[src/rtl/vend_if.sv]
// Bundle between the vending front end / dispensers and vend_controller.
// master drives the coin, keypad, restock and ack strobes; slave is the controller.
interface vend_if;
  logic       coin_valid;
  logic [3:0] coin_val;
  logic       buy;
  logic [1:0] sel;
  logic       cancel;
  logic       restock;
  logic [1:0] restock_sel;
  logic [3:0] restock_qty;
  logic       vend_ack;
  logic       chg_ack;
  logic [4:0] credit;
  logic       yes;
  logic       no;
  logic       coin_rej;
  logic       timeout;
  logic       vend_req;
  logic [1:0] vend_sel;
  logic       chg_req;
  logic [3:0] empty;
  logic       busy;

  modport master (
    output coin_valid, coin_val, buy, sel, cancel, restock, restock_sel, restock_qty,
           vend_ack, chg_ack,
    input  credit, yes, no, coin_rej, timeout, vend_req, vend_sel, chg_req, empty, busy
  );

  modport slave (
    input  coin_valid, coin_val, buy, sel, cancel, restock, restock_sel, restock_qty,
           vend_ack, chg_ack,
    output credit, yes, no, coin_rej, timeout, vend_req, vend_sel, chg_req, empty, busy
  );
endinterface

[src/rtl/vend_controller.sv]
// Vending transaction sequencer: coin credit, purchase check, stock, vend and change handshakes.
// Optional idle auto-refund in COLLECT is built when AUTO_REFUND_EN is defined.
module vend_controller #(
  parameter logic [3:0]  STOCK_INIT = 4'd5,
  parameter logic [15:0] TIMEOUT    = 16'd1000
) (
  input  logic   clk,
  input  logic   rst,
  vend_if.slave  bus
);

  typedef enum logic [1:0] {IDLE, COLLECT, VEND, CHANGE} state_t;

  state_t     state_q, state_d;
  logic [4:0] credit_q, credit_d;
  logic [3:0] stock_q [4];
  logic [3:0] stock_d [4];
  logic [1:0] vend_sel_q, vend_sel_d;
  logic       yes_q, yes_d;
  logic       no_q, no_d;
  logic       coin_rej_q, coin_rej_d;
  logic       vend_req_q, chg_req_q;
  logic [5:0] coin_sum;
  logic       coin_fits;
  logic [4:0] fare;
  logic       buy_ok;

  function automatic logic [4:0] fare_of(input logic [1:0] s);
    case (s)
      2'd0:    return 5'd5;
      2'd1:    return 5'd8;
      2'd2:    return 5'd10;
      default: return 5'd12;
    endcase
  endfunction

  function automatic logic [3:0] sat_add4(input logic [3:0] a, input logic [3:0] b);
    logic [4:0] s;
    s = {1'b0, a} + {1'b0, b};
    return s[4] ? 4'hF : s[3:0];
  endfunction

  assign coin_sum  = {1'b0, credit_q} + {2'b00, bus.coin_val};
  assign coin_fits = !coin_sum[5];
  assign fare      = fare_of(bus.sel);
  assign buy_ok    = (credit_q >= fare) && (stock_q[bus.sel] != 4'd0);

`ifdef AUTO_REFUND_EN
  logic        collect_idle;
  logic        to_fire;
  logic [15:0] to_cnt_q;
  logic        timeout_q;

  // An idle COLLECT cycle is one with no cancel, no buy attempt and no accepted coin.
  assign collect_idle = (state_q == COLLECT) && !bus.cancel && !bus.buy &&
                        !(bus.coin_valid && coin_fits);
  assign to_fire      = collect_idle && (to_cnt_q == TIMEOUT - 16'd1);

  always_ff @(posedge clk or posedge rst) begin
    if (rst) begin
      to_cnt_q  <= '0;
      timeout_q <= 1'b0;
    end else begin
      timeout_q <= to_fire;
      if (collect_idle && !to_fire) to_cnt_q <= to_cnt_q + 16'd1;
      else                          to_cnt_q <= '0;
    end
  end

  assign bus.timeout = timeout_q;
`else
  logic unused_timeout;
  assign unused_timeout = ^TIMEOUT;
  assign bus.timeout    = 1'b0;
`endif

  always_comb begin
    state_d    = state_q;
    credit_d   = credit_q;
    stock_d    = stock_q;
    vend_sel_d = vend_sel_q;
    yes_d      = 1'b0;
    no_d       = 1'b0;
    coin_rej_d = 1'b0;
    case (state_q)
      IDLE: begin
        no_d = bus.buy;
        if (bus.coin_valid) begin
          if (coin_fits) begin
            credit_d = coin_sum[4:0];
            if (bus.coin_val != 4'd0) state_d = COLLECT;
          end else begin
            coin_rej_d = 1'b1;
          end
        end
        if (bus.restock)
          stock_d[bus.restock_sel] = sat_add4(stock_q[bus.restock_sel], bus.restock_qty);
      end
      COLLECT: begin
        // cancel beats buy beats coin; a coin losing arbitration is rejected
        coin_rej_d = bus.coin_valid && (bus.cancel || bus.buy || !coin_fits);
        if (bus.cancel) begin
          state_d = (credit_q != 5'd0) ? CHANGE : IDLE;
        end else if (bus.buy) begin
          if (buy_ok) begin
            credit_d          = credit_q - fare;
            stock_d[bus.sel]  = stock_q[bus.sel] - 4'd1;
            vend_sel_d        = bus.sel;
            yes_d             = 1'b1;
            state_d           = VEND;
          end else begin
            no_d = 1'b1;
          end
        end else if (bus.coin_valid && coin_fits) begin
          credit_d = coin_sum[4:0];
        end
`ifdef AUTO_REFUND_EN
        else if (to_fire) begin
          state_d = (credit_q != 5'd0) ? CHANGE : IDLE;
        end
`endif
      end
      VEND: begin
        coin_rej_d = bus.coin_valid;
        if (bus.vend_ack && vend_req_q)
          state_d = (credit_q != 5'd0) ? CHANGE : IDLE;
      end
      CHANGE: begin
        coin_rej_d = bus.coin_valid;
        if (credit_q == 5'd0) begin
          state_d = IDLE;
        end else if (bus.chg_ack && chg_req_q) begin
          credit_d = credit_q - 5'd1;
          if (credit_q == 5'd1) state_d = IDLE;
        end
      end
      default: state_d = IDLE;
    endcase
  end

  always_ff @(posedge clk or posedge rst) begin
    if (rst) begin
      state_q    <= IDLE;
      credit_q   <= '0;
      vend_sel_q <= '0;
      yes_q      <= 1'b0;
      no_q       <= 1'b0;
      coin_rej_q <= 1'b0;
      vend_req_q <= 1'b0;
      chg_req_q  <= 1'b0;
      for (int i = 0; i < 4; i++) stock_q[i] <= STOCK_INIT;
    end else begin
      state_q    <= state_d;
      credit_q   <= credit_d;
      vend_sel_q <= vend_sel_d;
      yes_q      <= yes_d;
      no_q       <= no_d;
      coin_rej_q <= coin_rej_d;
      vend_req_q <= (state_d == VEND);
      chg_req_q  <= (state_d == CHANGE);
      stock_q    <= stock_d;
    end
  end

  assign bus.credit   = credit_q;
  assign bus.yes      = yes_q;
  assign bus.no       = no_q;
  assign bus.coin_rej = coin_rej_q;
  assign bus.vend_req = vend_req_q;
  assign bus.vend_sel = vend_sel_q;
  assign bus.chg_req  = chg_req_q;
  assign bus.empty    = {stock_q[3] == 4'd0, stock_q[2] == 4'd0,
                         stock_q[1] == 4'd0, stock_q[0] == 4'd0};
  assign bus.busy     = (state_q == VEND) || (state_q == CHANGE);

endmodule
[src/flat_wrapper.sv]
// flat-port wrapper written by rule: the top's interface ports become plain ports
module vend_controller_flat 
#(
  parameter logic [3:0]  STOCK_INIT = 4'd5,
  parameter logic [15:0] TIMEOUT    = 16'd1000
)
  (clk, rst, bus_coin_valid, bus_coin_val, bus_buy, bus_sel, bus_cancel, bus_restock, bus_restock_sel, bus_restock_qty, bus_vend_ack, bus_chg_ack, bus_credit, bus_yes, bus_no, bus_coin_rej, bus_timeout, bus_vend_req, bus_vend_sel, bus_chg_req, bus_empty, bus_busy);
  vend_if bus_i ();
  input  logic clk;
  input  logic rst;
  input wire logic [$bits(bus_i.coin_valid)-1:0] bus_coin_valid;
  input wire logic [$bits(bus_i.coin_val)-1:0] bus_coin_val;
  input wire logic [$bits(bus_i.buy)-1:0] bus_buy;
  input wire logic [$bits(bus_i.sel)-1:0] bus_sel;
  input wire logic [$bits(bus_i.cancel)-1:0] bus_cancel;
  input wire logic [$bits(bus_i.restock)-1:0] bus_restock;
  input wire logic [$bits(bus_i.restock_sel)-1:0] bus_restock_sel;
  input wire logic [$bits(bus_i.restock_qty)-1:0] bus_restock_qty;
  input wire logic [$bits(bus_i.vend_ack)-1:0] bus_vend_ack;
  input wire logic [$bits(bus_i.chg_ack)-1:0] bus_chg_ack;
  output wire logic [$bits(bus_i.credit)-1:0] bus_credit;
  output wire logic [$bits(bus_i.yes)-1:0] bus_yes;
  output wire logic [$bits(bus_i.no)-1:0] bus_no;
  output wire logic [$bits(bus_i.coin_rej)-1:0] bus_coin_rej;
  output wire logic [$bits(bus_i.timeout)-1:0] bus_timeout;
  output wire logic [$bits(bus_i.vend_req)-1:0] bus_vend_req;
  output wire logic [$bits(bus_i.vend_sel)-1:0] bus_vend_sel;
  output wire logic [$bits(bus_i.chg_req)-1:0] bus_chg_req;
  output wire logic [$bits(bus_i.empty)-1:0] bus_empty;
  output wire logic [$bits(bus_i.busy)-1:0] bus_busy;
  assign bus_i.coin_valid = bus_coin_valid;
  assign bus_i.coin_val = bus_coin_val;
  assign bus_i.buy = bus_buy;
  assign bus_i.sel = bus_sel;
  assign bus_i.cancel = bus_cancel;
  assign bus_i.restock = bus_restock;
  assign bus_i.restock_sel = bus_restock_sel;
  assign bus_i.restock_qty = bus_restock_qty;
  assign bus_i.vend_ack = bus_vend_ack;
  assign bus_i.chg_ack = bus_chg_ack;
  assign bus_credit = bus_i.credit;
  assign bus_yes = bus_i.yes;
  assign bus_no = bus_i.no;
  assign bus_coin_rej = bus_i.coin_rej;
  assign bus_timeout = bus_i.timeout;
  assign bus_vend_req = bus_i.vend_req;
  assign bus_vend_sel = bus_i.vend_sel;
  assign bus_chg_req = bus_i.chg_req;
  assign bus_empty = bus_i.empty;
  assign bus_busy = bus_i.busy;
  vend_controller #(.STOCK_INIT(STOCK_INIT), .TIMEOUT(TIMEOUT)) u_core (.clk(clk), .rst(rst), .bus(bus_i));
endmodule
[config.mk]
export PLATFORM = sky130hd
export DESIGN_NAME = vend_controller_flat
export DESIGN_NICKNAME = d
export VERILOG_FILES = /design/src/rtl/vend_if.sv /design/src/rtl/vend_controller.sv /design/src/flat_wrapper.sv
export SDC_FILE = /design/constraint.sdc
export NUM_CORES = 1
export LEC_CHECK = 0
export CORE_ASPECT_RATIO = 0.8
export CORE_MARGIN = 5
export CORE_UTILIZATION = 40
export DETAILED_ROUTE_END_ITERATION = 10
export HOLD_SLACK_MARGIN = 0.15
export PLACE_DENSITY = 0.59
export SLEW_MARGIN = 20
export SYNTH_ARGS = -nofsm -noshare
export SYNTH_HDL_FRONTEND = slang
export SYNTH_SLANG_ARGS = --single-unit
[constraint.sdc]
create_clock -name clk -period 4.9 [get_ports clk]
set_clock_uncertainty 0.15 [all_clocks]
set_input_delay 0.49 -clock clk [delete_from_list [all_inputs] [get_ports clk]]
set_output_delay 0.49 -clock clk [all_outputs]
set_load 0.01 [all_outputs]
* Word-level counts from Yosys, hierarchy flattened
Cells that the tools add are included.
** Cells by class
- $add $sub $neg :: 5
- Magnitude comparators :: 5
- Eq/ne operators :: 18
- Mux-type cells :: 51
- Bitwise gates (word level) :: 3
- Reduce and logical (&&, ||, !) cells :: 27
** Operators by type and width (number)
- two-way mux 16 bit :: 4
- two-way mux 5 bit :: 8
- bitwise mux 16 bit :: 2
- one-hot mux 16 bit (2 select lines) :: 1
- two-way mux 4 bit :: 7
- two-way mux 2 bit :: 11
- binary-select mux 4 bit (select 2 bit) :: 2
- demux 4 bit (select 2 bit) :: 2
- zero test 4 bit :: 4
- one-hot mux 5 bit (3 select lines) :: 1
- != test 2 bit (second input constant) :: 6
- one-hot mux 4 bit (3 select lines) :: 1
- == test 2 bit (second input constant) :: 5
- two-way mux 1 bit :: 9
- one-hot mux 2 bit (4 select lines) :: 1
- AND reduction 8 bit :: 1
- nonzero test 4 bit :: 2
- logical AND 1 bit :: 7
- adder 5 x 4 -> 6 bit :: 1
- >= comparator 3 bit (second input constant) :: 2
- < comparator 3 x 1 -> 1 bit (second input constant) :: 2
- != test 3 x 2 -> 1 bit (second input constant) :: 2
- NOT 2 -> 3 bit :: 2
- adder 4 x 4 -> 5 bit :: 1
- 20 further kinds :: 25
** Storage, ports and cells
- Register bits :: 30
- Output and inout port bits :: 18
- Word-level logic and storage cells :: 121

* Depth between registers and ports, before layout
- Word-level depth :: 11
- Mapped depth :: 12
- Gate-level depth less buffers :: 10

* Worst setup path after synthesis
Ideal clock, no wire load.
- Path type :: input to register
- Start :: in bus_restock_sel[0]
- End :: reg u_core.stock_q[4] in the netlist's numbering
- Setup time :: 0.079 ns
- Arrival time :: 2.754 ns
- Setup slack :: 1.917 ns
- Cell stages on the path :: 10
- Path buffers :: 1
- Cell sequence :: clkbuf_1 > mux4_2 > ha_1 > inv_1 > fa_1 > nor2b_1 > o21ai_0 > nor3b_1 > o22ai_1 > a22o_1
** On the way
- Cells in the longest elaborated chain, start to end :: 9
** RTL lines
- from (decl) :: RTL line flat_wrapper.sv:17 : input wire logic [$bits(bus_i.restock_sel)-1:0] bus_restock_sel;
- NOT 2 -> 3 bit (not written as such) (*) :: RTL line vend_controller.sv:97 : stock_d[bus.restock_sel] = sat_add4(stock_q[bus.restock_sel], bus.restock_qty);
- binary-select mux 4 bit (select 2 bit) :: RTL line vend_controller.sv:97
- two-way mux 4 bit (not written as such) (2 in series) :: RTL line vend_controller.sv:97
- adder 4 x 4 -> 5 bit :: RTL line vend_controller.sv:39 : s = {1'b0, a} + {1'b0, b};
- two-way mux 4 bit :: RTL line vend_controller.sv:40 : return s[4] ? 4'hF : s[3:0];
- bitwise mux 16 bit (*) :: RTL line vend_controller.sv:97
- two-way mux 16 bit (*) :: RTL line vend_controller.sv:96 : if (bus.restock)
- one-hot mux 16 bit (2 select lines) (*) :: RTL line vend_controller.sv:85 : case (state_q)
- to (signal assigned) :: RTL line vend_controller.sv:161 : stock_q <= stock_d;
- to (decl) :: RTL line vend_controller.sv:16 : logic [3:0] stock_q [4];
Every way passes the cells marked *; elsewhere a longest branch is shown, timed or not. The select of a mux whose other input is x is not followed.
A chain may end at the register's enable or synchronous reset.

* Worst setup path after layout
- Start :: in bus_sel[0]
- End :: reg u_core.stock_q[15] in the netlist's numbering
** On the way
- Cells in the longest elaborated chain, start to end :: 10
** RTL lines
- from (decl) :: RTL line flat_wrapper.sv:14 : input wire logic [$bits(bus_i.sel)-1:0] bus_sel;
- NOT 2 -> 3 bit (not written as such) :: RTL line vend_controller.sv:46, vend_controller.sv:107
- binary-select mux 4 bit (select 2 bit) (tied with other cells) :: RTL line vend_controller.sv:46, vend_controller.sv:107
- two-way mux 4 bit (not written as such) / logical AND 1 bit (equally long branches) :: RTL line vend_controller.sv:46, vend_controller.sv:107
- two-way mux 4 bit (on tied branches) :: RTL line vend_controller.sv:46, vend_controller.sv:107
- subtractor 4 x 1 -> 4 bit / demux 4 bit (select 2 bit) (equally long branches) :: RTL line vend_controller.sv:107 : stock_d[bus.sel] = stock_q[bus.sel] - 4'd1;
- bitwise mux 16 bit :: RTL line vend_controller.sv:107
- two-way mux 16 bit :: RTL line vend_controller.sv:105 : if (buy_ok) begin
- two-way mux 16 bit :: RTL line vend_controller.sv:104 : end else if (bus.buy) begin
- two-way mux 16 bit :: RTL line vend_controller.sv:102 : if (bus.cancel) begin
- one-hot mux 16 bit (2 select lines) :: RTL line vend_controller.sv:85
Parallel ways exist; a longest one is shown, timed or not. The select of a mux whose other input is x is not followed.

==> results.txt <==
In the final layout, the share of cells above drive strength 1 is 13.3%. The actual transition at the worst max-transition pin is 0.762 ns. The top cell type by area accounts for 21.9% of the synthesized area. The CTS tree is done. The synthesized netlist devotes 2.43% of its cell area to XOR and XNOR gates. The critical path in this run is classified as primary input to flip-flop. In the final routed layout, each cell accounts on average for 17.7 um. The core area is 6010 um^2. The fraction of the mapped netlist area in compound gates is 24.6%. The data required time at the worst endpoint came out at 4.94 ns. The clock input transition at the sequential cells of the worst setup and hold paths is 0.06 ns. The HPWL after detailed placement is 5.16 mm. The maximum clock path buffer count is 2. The final layout net count is 343.

The cell area power density is 615 nW/um^2. The headroom to the max-slew limit is 49.2%. The synthesized area per cell came out at 9.58 um^2.

The critical path goes through clkdlybuf4s50_1, inv_1, ha_1, ha_1, o21a_1, o31a_1, o2bb2ai_4, o31ai_4, nand2_1, o211ai_1. The routed wire length came out at 6.75 mm. The number of antenna violations at the first check in global routing is 0. The insertion delay of the later-clocked pin in the worst-skew pair is 0.28 ns. The fraction of the yosys area taken by sequential cells is 30.2%. The setup total negative slack is 0 ns.

The via count of the first global-routing pass came out at 2189. The number of max-cap violations is 0. The synthesized design spends more area on one cell type than any other, namely sky130_fd_sc_hd__dfrtp_1. Routability-driven placement finished with a final weighted congestion of 0.858. The H-tree depth came out at 2. For this block, the initial DRC count from the detailed router was 162. Leaving out fill and tap cells, the most frequent cell in the layout is sky130_fd_sc_hd__clkdlybuf4s50_1.

On the critical path, the stage with the largest delay is an instance of sky130_fd_sc_hd__clkdlybuf4s50_1. For this design the top-level I/O count stands at 38. Counting flops and latches in the post-synthesis netlist gives 30. The number of buffer cells added on primary ports is 36.

The sum of overflow across all layers after global routing is 0. The number of nets with antenna violations after detailed routing is 0. In this run the clock root is driven by a sky130_fd_sc_hd__clkbuf_8.

The post-synth net total came out at 306. STA classifies the critical path endpoint as a flip-flop. TritonCTS created 5 clock buffers. Using the TritonRoute via totals, the vias-per-cell ratio works out to 5.88. The analysis attributes to cell leakage a power of 1.24 nW.

The largest fanout of any net on the critical path is 18. The total track usage came out at 17.5%. Sorting the synthesized cells by area gives the leading types as sky130_fd_sc_hd__dfrtp_1 (22%), sky130_fd_sc_hd__ha_1 (9.9%), sky130_fd_sc_hd__dfstp_2 (8.3%), sky130_fd_sc_hd__mux4_2 (7.2%), sky130_fd_sc_hd__a22o_1 (4.5%). The kind of cell with the highest combined delay along the critical path is compound AO/OA/AOI/OAI gates. The global-route wire length before repair is 11.1 mm. The gate count after technology mapping came out at 263. Counting stages on the worst path, the most repeated cell is sky130_fd_sc_hd__ha_1. The number of antenna diodes came out at 0. The final-report setup violation count is 0. For this run, the leading register cell type out of synthesis is sky130_fd_sc_hd__dfrtp_1. After Yosys synthesis, and, or, nand and nor cells account for 17.7% of the synthesized area. The number of inserted filler cells in the final layout is 581. The area overhead of the layout relative to synthesis is 20.8%.

The data arrival time of the critical path is 3.74 ns. After detailed routing, the number of remaining DRC violations is 0. The post-CTS repair timing setup buffer count is 0. The maximum vdd ir drop is 0.000270 V. The hold violation count in the final report is 0.

The largest net degree at the start of global routing came out at 31. The post-synthesis mux area share is 8.05%. Subtracting the final worst setup slack from the clock period gives 3.70 ns.

By area, the combinational part of the netlist is dominated by compound AO/OA/AOI/OAI gates. The largest stage delay on the critical path came out at 0.76 ns. After synthesis, the share of flip-flops with an asynchronous set or reset is 100%. The critical path buffer and inverter count is 2.

Setup repair after global routing left no endpoint under its margin. The number of flops mapped to enable cells by yosys came out at 0. Leaving out fill and tap cells, the most frequent cells in the layout are sky130_fd_sc_hd__clkdlybuf4s50_1 (36), sky130_fd_sc_hd__nand2_1 (25), sky130_fd_sc_hd__dfrtp_1 (22), sky130_fd_sc_hd__ha_1 (20), sky130_fd_sc_hd__inv_1 (15). On the final layout, the worst hold slack is 0.363 ns.

After floorplanning, the core was divided into 25 placement rows. After clock tree synthesis, the flow added hold-fix buffers numbering 0. STA classifies the critical path startpoint as a primary input. Yosys mapped the design onto 55 distinct sky130hd cell types.

The floorplan step set the die width to 98.7 um. The starting density of the core came out at 41.9%. The number of gates resized after cts is 0. The min-delay analysis places its worst path in the category flip-flop to flip-flop.

The die area is 7990 um^2. For this run, the top clock speed supported by timing is 271 MHz. In the finished design, the share of the clock period the worst path needs comes to 75.4%. The Yosys step of the flow raised 0 warnings. The area share of fa/ha/maj cells after synthesis is 12.3%. The number of vias after detailed routing is 2246. The die height is 81.0 um. The detailed-routing iteration count for the pre-antenna-repair pass is 4. The number of clock sinks came out at 30. The final max-slew violation count is 0. The flow ran to the end, and the final reports show no timing, DRC or antenna violations. The synthesized netlist occupies a cell area of 2520 um^2.
synthesized netlist by cell type (4+ instances only):
library cell / number
sky130_fd_sc_hd__nand2_1: 25
sky130_fd_sc_hd__dfrtp_1: 22
sky130_fd_sc_hd__ha_1: 20
sky130_fd_sc_hd__inv_1: 15
sky130_fd_sc_hd__o21ai_0: 14
sky130_fd_sc_hd__o22ai_1: 14
sky130_fd_sc_hd__a22o_1: 13
sky130_fd_sc_hd__nand2b_1: 10
sky130_fd_sc_hd__a21oi_1: 9
sky130_fd_sc_hd__nor2_1: 9
sky130_fd_sc_hd__dfstp_2: 8
sky130_fd_sc_hd__mux4_2: 8
sky130_fd_sc_hd__nand3b_1: 7
sky130_fd_sc_hd__clkbuf_1: 6
sky130_fd_sc_hd__nand4_1: 5
sky130_fd_sc_hd__nor2b_1: 5
sky130_fd_sc_hd__a21o_1: 4
sky130_fd_sc_hd__a31oi_1: 4
sky130_fd_sc_hd__nor4_1: 4
sky130_fd_sc_hd__o211ai_1: 4
sky130_fd_sc_hd__xnor2_1: 4
sequential cells by signal (all words and copies together), names as in the netlist:
name,flops
u_core.bus.vend_req,1
u_core.bus.no,1
u_core.state_q,2
u_core.bus.chg_req,1
u_core.bus.vend_sel,2
u_core.stock_q,16
u_core.bus.credit,5
u_core.bus.yes,1
u_core.bus.coin_rej,1
path summary, 6_finish.rpt:
check                                            start                      to  slack (ns)  depth (start not counted)
worst max-delay path                        bus_sel[0]      u_core.stock_q[15]        1.20                         10
worst max register to register    u_core.bus.credit[2]      u_core.stock_q[15]        2.02                          7
worst min-delay path            u_core.bus.vend_sel[0]  u_core.bus.vend_sel[0]        0.36                          1
max in group asynchronous                          rst      u_core.stock_q[14]        3.83                          3
min in group asynchronous                          rst     u_core.bus.coin_rej        0.44                          3
worst min register to register  u_core.bus.vend_sel[0]  u_core.bus.vend_sel[0]        0.36                          1
metal layers:
metal  vias to the layer above  share of wire, %  wire [um]  global-route usage, %
met5                         -                 0          0                      0
met4                         0              0.84         57                   3.96
met3                         6               7.6        515                   4.29
met2                        88                42       2840                   24.6
met1                      1073                49       3330                   26.8
li1                       1079                 -          -                      -
final cells by class:
class | instances | area [um^2] | area share, %
inverters | 15 | 56.3 | 1.85
flip-flops and latches | 30 | 761 | 25.0
clock buffers | 6 | 72.6 | 2.38
well taps | 81 | 101 | 3.33
repair buffers | 41 | 398 | 13.1
multi-input cells | 207 | 1640 | 54.0
clock inverters | 2 | 10.0 | 0.329
kinds of logic (layout without fill, tap and decap cells):
logic type	after synthesis	in the layout
DFF	30	30
and+or+nand+nor	82	82
other	1	1
buffers and inverters	26	64
adders and majority gates	23	23
xor gates and xnor gates	7	7
AOI/OAI and AO/OA	84	84
muxes	10	10
metrics by stage:
step	power [mW]	worst slack (ns)	instance area, um^2	util (%)	instances
final	1.87	1.20	3040	50.7	382
after global placement	1.67	1.01	2960	49.3	374
after global routing	2.02	0.920	3040	50.7	382
after detailed placement	1.66	0.971	2960	49.3	374
after CTS	1.87	1.24	3040	50.7	382
after floorplan	1.28	1.92	2520	-	263
power by group:
| group | leakage (nW) | switching, mW | total (mW) | internal (mW) |
|---|---|---|---|---|
| combinational | 0.837 | 0.595 | 1.15 | 0.554 |
| clock | 0.0450 | 0.0955 | 0.194 | 0.0983 |
| sequential | 0.356 | 0.150 | 0.529 | 0.379 |
| total | 1.24 | 0.840 | 1.87 | 1.03 |
(Power assumes the default switching activity.)
